File: config.mk
export PLATFORM = sky130hd
export DESIGN_NAME = mic_period_meter
export DESIGN_NICKNAME = d
export VERILOG_FILES = /design/src/rtl/mic_period_meter.sv
export SDC_FILE = /design/constraint.sdc
export NUM_CORES = 1
export LEC_CHECK = 0
export CAP_MARGIN = 20
export CORE_ASPECT_RATIO = 1.75
export CORE_MARGIN = 1
export CORE_UTILIZATION = 40
export DETAILED_ROUTE_END_ITERATION = 7
export GPL_ROUTABILITY_DRIVEN = 0
export REMOVE_ABC_BUFFERS = 1
export SLEW_MARGIN = 10
export SYNTH_ARGS = -nofsm -noshare
export SYNTH_HDL_FRONTEND = slang
export SYNTH_SLANG_ARGS = --single-unit
export TNS_END_PERCENT = 30
File: constraint.sdc
create_clock -name clk -period 11.8 [get_ports clk]
set_clock_uncertainty 0.05 [all_clocks]
set_input_delay 3.54 -clock clk [delete_from_list [all_inputs] [get_ports clk]]
set_output_delay 3.54 -clock clk [all_outputs]
set_load 0.02 [all_outputs]
File: src/rtl/mic_period_meter.sv
// Microphone period meter: a hysteresis comparator turns samples into rising edges, glitches are
// rejected, and accepted edge-to-edge distances are averaged, lock-checked and timeout-guarded.
module mic_period_meter #(
  parameter int unsigned             W_SAMPLE   = 16,
  parameter int unsigned             W_PERIOD   = 20,
  parameter logic [W_SAMPLE-1:0]     THRESHOLD  = 16'h1100,
  parameter logic [W_SAMPLE-1:0]     HYST       = 16'h0080,
  parameter int unsigned             MIN_PERIOD = 1000,
  parameter int unsigned             LOG2_AVG   = 2
) (
  input  logic                clk,
  input  logic                reset,
  input  logic                sample_valid,
  input  logic [W_SAMPLE-1:0] sample,
  output logic [W_PERIOD-1:0] period,
  output logic                period_valid,
  output logic                locked,
  output logic                timeout,
  output logic                dbg_comp_high
);

  // Handshake: sample is consumed on any clk edge where sample_valid=1 (no backpressure);
  // period is meaningful on the clk where period_valid=1 and holds its value otherwise.

  typedef enum logic {CMP_LOW = 1'b0, CMP_HIGH = 1'b1} cmp_state_t;

  localparam int unsigned         W_SUM   = W_PERIOD + LOG2_AVG;
  localparam logic [W_SAMPLE-1:0] LO      = THRESHOLD - HYST;
  localparam logic [W_PERIOD-1:0] MIN_CNT = W_PERIOD'(MIN_PERIOD);

  cmp_state_t          state;
  logic [W_PERIOD-1:0] cnt;
  logic                armed;
  logic                prev_ok;
  logic [W_SUM-1:0]    sum;
  logic [LOG2_AVG-1:0] n;

  logic                rise;
  logic                cnt_sat;
  logic [W_SUM-1:0]    sum_acc;
  logic [W_PERIOD-1:0] avg;
  logic [W_PERIOD-1:0] diff;
  logic                lock_ok;

  assign rise    = sample_valid && (state == CMP_LOW) && (sample >= THRESHOLD);
  assign cnt_sat = &cnt;
  assign sum_acc = sum + W_SUM'(cnt);
  assign avg     = sum_acc[W_SUM-1:LOG2_AVG];
  // Lock tolerance is relative to the previous average, which is still held in period.
  assign diff    = (avg >= period) ? (avg - period) : (period - avg);
  assign lock_ok = (diff <= (period >> 4));

  assign dbg_comp_high = (state == CMP_HIGH);

  always_ff @(posedge clk or posedge reset) begin
    if (reset) begin
      state        <= CMP_LOW;
      cnt          <= '0;
      armed        <= 1'b0;
      prev_ok      <= 1'b0;
      sum          <= '0;
      n            <= '0;
      period       <= '0;
      period_valid <= 1'b0;
      locked       <= 1'b0;
      timeout      <= 1'b0;
    end else begin
      period_valid <= 1'b0;

      if (sample_valid) begin
        case (state)
          CMP_LOW:  if (sample >= THRESHOLD) state <= CMP_HIGH;
          CMP_HIGH: if (sample <= LO)        state <= CMP_LOW;
          default:                           state <= CMP_LOW;
        endcase
      end

      if (!cnt_sat) cnt <= cnt + W_PERIOD'(1);

      if (rise && (cnt_sat || !armed)) begin
        armed   <= 1'b1;
        cnt     <= W_PERIOD'(1);
        sum     <= '0;
        n       <= '0;
        timeout <= 1'b0;
      end else if (rise && (cnt >= MIN_CNT)) begin
        cnt <= W_PERIOD'(1);
        if (&n) begin
          period       <= avg;
          period_valid <= 1'b1;
          locked       <= prev_ok & lock_ok;
          prev_ok      <= 1'b1;
          sum          <= '0;
          n            <= '0;
        end else begin
          sum <= sum_acc;
          n   <= n + LOG2_AVG'(1);
        end
      end else if (cnt_sat) begin
        // Silence: drop lock history and require a fresh arming edge.
        timeout <= 1'b1;
        locked  <= 1'b0;
        prev_ok <= 1'b0;
        armed   <= 1'b0;
        sum     <= '0;
        n       <= '0;
      end
    end
  end

endmodule

; ---- Yosys cells after proc, flatten, opt, wreduce, memory -nomap -nowiden
; Index checks and enable logic that the tools add are counted.
[totals]
register_bits = 70
wordCells = 68
inputBits = 19
[classes]
addsub = 5
n_mux = 28
n_reduce_logical = 14
eq_ne = 3
bitwise = 3
order_cmp = 5
[ops]
columns = operator, n
row1 = $mux 22, 4
row2 = $mux 20, 4
row3 = $sub 20x20->20, 2
row4 = $add 22x20->22, 1
row5 = $add 20x1->20 const B, 1
row6 = $ge 20x10->1 const B, 1
row7 = $ge 20x20->1, 1
row8 = $le 20x16->1, 1
row9 = $reduce_and 20->1, 1
row10 = $ge 16x13->1 const B, 1
row11 = $le 16x13->1 const B, 1
row12 = $mux 1, 15
row13 = $mux 2, 4
row14 = $logic_and 1x1->1, 4
row15 = $reduce_and 2->1, 2
row16 = $reduce_and 4->1, 1
row17 = $reduce_bool 2->1, 2
row18 = $ne 3x1->1 const B, 1
row19 = $reduce_and 3->1, 1
row20 = $reduce_bool 3->1, 1
row21 = $add 2x1->2 const B, 1
row22 = $ne 2x1->1 const B, 1
row23 = $ne 2x2->1 const B, 1
row24 = $not 1->1, 2
row25 = other kinds (4), 4

; ---- Depth between registers and ports, before layout
[depth]
ltp_word = 7
depth_mapped = 29
mapped_depth_nobuf = 27

; ---- Worst setup path after synthesis
; No wires, ideal clock.
[synth_path]
path_type = reg2reg
start = register cnt[0]
end = register locked
slack_ps = 5625
t_arrival_ps = 6043
synth_period_minus_slack_ps = 6175
path_stages_with_launch = 29
setup_time_ps = 82
n_path_buf = 1
required_time_ps = 11668
cell_sequence = dfrtp_1 -> ha_1 -> fa_1 -> a211oi_1 -> o211ai_1 -> a21oi_1 -> nor2b_1 -> o21a_1 -> nor2_1 -> xnor2_1 -> ha_1 -> buf_4 -> nand4_2 -> or4_1 -> nand3b_1 -> a211oi_4 -> nor2_8 -> mux2_2 -> a31oi_1 -> xnor2_1 -> ha_1 -> a21o_1 -> a41oi_1 -> a21oi_1 -> o311ai_0 -> o211ai_1 -> a2111oi_2 -> a221oi_1 -> o22ai_1
[synth_between]
elab_chain_len = 7
[synth_lines]
columns = element, line_no
row1 = start: declaration, 32  ; logic [W_PERIOD-1:0] cnt;
row2 = start signal: assignment, 78  ; if (!cnt_sat) cnt <= cnt + W_PERIOD'(1);
row3 = $add 22x20->22 *, 47  ; assign sum_acc = sum + W_SUM'(cnt);
row4 = net sum_acc[10], 40  ; logic [W_SUM-1:0] sum_acc;
row5 = $sub 20x20->20 / $ge 20x20->1 (equally long branches), 50  ; assign diff = (avg >= period) ? (avg - period) : (period - avg);
row6 = $mux 20 *, 50
row7 = $le 20x16->1 *, 51  ; assign lock_ok = (diff <= (period >> 4));
row8 = $and 1x1->1 *, 91  ; locked <= prev_ok & lock_ok;
row9 = $mux 1 *, 88  ; if (&n) begin
row10 = $mux 1 *, 86  ; end else if (rise && (cnt >= MIN_CNT)) begin
row11 = end signal: assignment, 91
row12 = end: declaration, 17  ; output logic locked,
; The timed path passes the listed nets; every way through them passes the cells marked *. The select of a mux whose other input is x is not followed.
; A chain may end at the register's enable or synchronous reset.

; ---- Worst setup path in the final report
; Same ends and word-level chain as after synthesis.

==> impl_metrics.ini <==
[logic_synthesis]
synth.avg_cell_area_um2 = 8.71
async_reset_ff_share_pct = 100
synth_top_cell_area_share_pct = 26.1
synth_cell_type_count = 85
synth_area_um2 = 6700
synth_seq_cells = 70
synth.largest_area_cell = dfrtp_1
synth_edf_count = 0
synthFlopType = dfrtp_1
ys_seq_area_share_pct = 26.1
syn_inst = 770
synth_area_leaders = dfrtp_1 26%, ha_1 15%, o21ai_0 5.1%, xnor2_1 4.3%, nand2_1 4.1%
yosysWarnings = 0

[clocking]
numCtsBuffers = 9
cts_hold_buf = 0
cts.sinks = 70
clock_latency_ps = 340
root_buffer = clkbuf_16
htreeDepth = 3
clk_pin_slew_ps = 60
cts_setup_buffers = 0
clock_path_buffers = 2
cts_tree = yes
post_cts_resized = 0

[layout]
drive_gt1_share_pct = 7.98
instances_no_fill = 1026
final_cell_area_um2 = 7560
nets = 898
synthToLayoutAreaGrowth_pct = 12.8
antenna_cells = 0

[route]
drtAntennaViolNets = 0
via_per_inst = 5.90
vias = 6050
drt-initial-drc-count = 340
wire_per_inst_um = 19.1
drc = 0
routed_wl_mm = 19.6
drtPass1Iterations = 5

[timing]
fin_tns_setup_ps = 0
min_period_ps = 7770
slew_viol_final = 0
fmax_mhz = 129
period_share_pct = 65.8
slew_headroom_pct = 34.0
setup_violations = 0
rsz0062_at_grt = false
hold_violations = 0
tightest_slew_ps = 984

[die]
die_area_um2 = 17300
die_x_um = 99.9
start_util_pct = 41.0
ios = 43
die_h_um = 173
rows = 62
coreArea_um2 = 16400

[placed_design]
port_buffers = 42
placed_area_um2 = 7260
dp.cells = 1010
hpwl_mm = 15.4

[grt]
grt_overflow = 0
grt_max_degree = 71
grt_pass1_vias = 6210
antenna_found_initial = 0
grt_pass1_wl_mm = 31.9
grt_usage_pct = 23.8

[job]
maxCapViolCount = 0

[setup_path]
worst_ep_required_time_ps = 12010
cp-start-kind = flop
arrival_ps = 7970
critPathMaxFanout = 19
critPathKind = reg -> reg
crit_path_end_kind = flop

[min_path]
hp-class = reg -> reg

[outcome]
outcome = finished clean
## state kept, by name (all words and copies together), names as in the netlist
name,flops
armed,1
cnt,20
dbg_comp_high,1
locked,1
n,2
period,20
period_valid,1
prev_ok,1
sum,22
timeout,1
## stage by stage
step,setup slack (ps),hold WS [ps],utilization (%)
floorplan,5380,392,-
global placement,4340,403,44.3
detailed placement,4210,413,44.3
CTS,4200,425,46.2
global route,3600,440,46.2
finish,4030,424,46.2
## cells in the final DEF (no fill, tap or decap), types with 6 or more instances in the layout
cell / instances
ha_1: 79
nand2_1: 74
dfrtp_1: 70
o21ai_0: 68
inv_1: 58
a21oi_1: 50
clkdlybuf4s50_1: 42
nor2_1: 38
xnor2_1: 33
a21o_1: 23
nand3_1: 21
xor2_1: 20
nand4_1: 17
o21bai_1: 9
mux2i_1: 9
clkbuf_16: 9
a22o_1: 8
a31oi_1: 8
or3_1: 7
nor2b_1: 7
a211oi_1: 7
o21a_1: 7
o211ai_1: 7
and3_1: 6
or2_2: 6
## cells in the mapped netlist (4+ instances only)
cell / number
ha_1: 79
nand2_1: 74
dfrtp_1: 70
o21ai_0: 68
inv_1: 59
a21oi_1: 50
nor2_1: 38
xnor2_1: 33
a21o_1: 23
nand3_1: 21
xor2_1: 20
nand4_1: 17
clkbuf_1: 13
mux2i_1: 9
o21bai_1: 9
a22o_1: 8
a31oi_1: 8
a211oi_1: 7
nor2b_1: 7
o211ai_1: 7
o21a_1: 7
or3_1: 7
and3_1: 6
buf_2: 6
or2_2: 6
a221oi_1: 5
buf_6: 5
mux2_4: 5
nor3_1: 5
nor4_1: 5
a2111oi_2: 4
and2_1: 4
mux2_2: 4
nand2b_1: 4
o21ai_1: 4
o31ai_1: 4
## worst max-delay path: stages, from the launching register on
cell and delay, ps:
dfrtp_1 430, ha_1 270, fa_1 430, a211oi_1 320, o211ai_1 190, a21oi_1 260
nor2b_1 100, a21oi_1 240, o21ai_0 150, xor2_1 210, ha_1 590, nand4_1 230
or4_1 560, nand3b_1 170, a211oi_4 80, nor2_8 360, mux2i_1 420, o221ai_2 170
xor2_1 220, ha_1 230, a21oi_1 140, o21ai_0 230, o311ai_0 700, o211ai_1 230
a2111oi_2 410, a221oi_1 140, o22ai_1 140
## metal layers
layer / vias up / global-route usage [%] / wire length, um
li1: 2841 / - / -
met1: 2941 / 26.0 / 7480
met2: 198 / 42.7 / 10400
met3: 70 / 2.66 / 667
met4: 0 / 15.1 / 1140
met5: - / 0 / 0
## layout make-up
cell class,count,area [um2]
fill,1571,8810
multi-input combinational,613,4570
sequential,70,1750
timing repair buffer,44,435
tap,224,280
clock buffer,13,260
inverter,59,221
clock inverter,3,42.5
## final timing paths
kind                          from            to  slack [ps]  depth (start not counted)
setup / recovery            cnt[0]        locked        4030                         26
hold / removal             prev_ok       prev_ok         420                          1
setup reg to reg            cnt[0]        locked        4030                         26
hold reg to reg            prev_ok       prev_ok         420                          1
max in group asynchronous    reset        cnt[0]        7320                          3
min in group asynchronous    reset  period_valid        3750                          3
## kinds of logic (layout without fill, tap and decap cells)
family	count (synthesis)	in the layout	synth area share, %
AO/OA/AOI/OAI	245	245	25.6
XOR/XNOR	53	53	6.92
adder cells (fa/ha/maj)	82	82	15.6
buffers and inverters	87	119	5.71
flip-flops	70	70	26.1
multiplexers	18	18	3.14
AND/OR/NAND/NOR	215	215	16.9
Power is not shown: default switching activity piles up to over one toggle a cycle in this logic, so the estimate is an artifact.
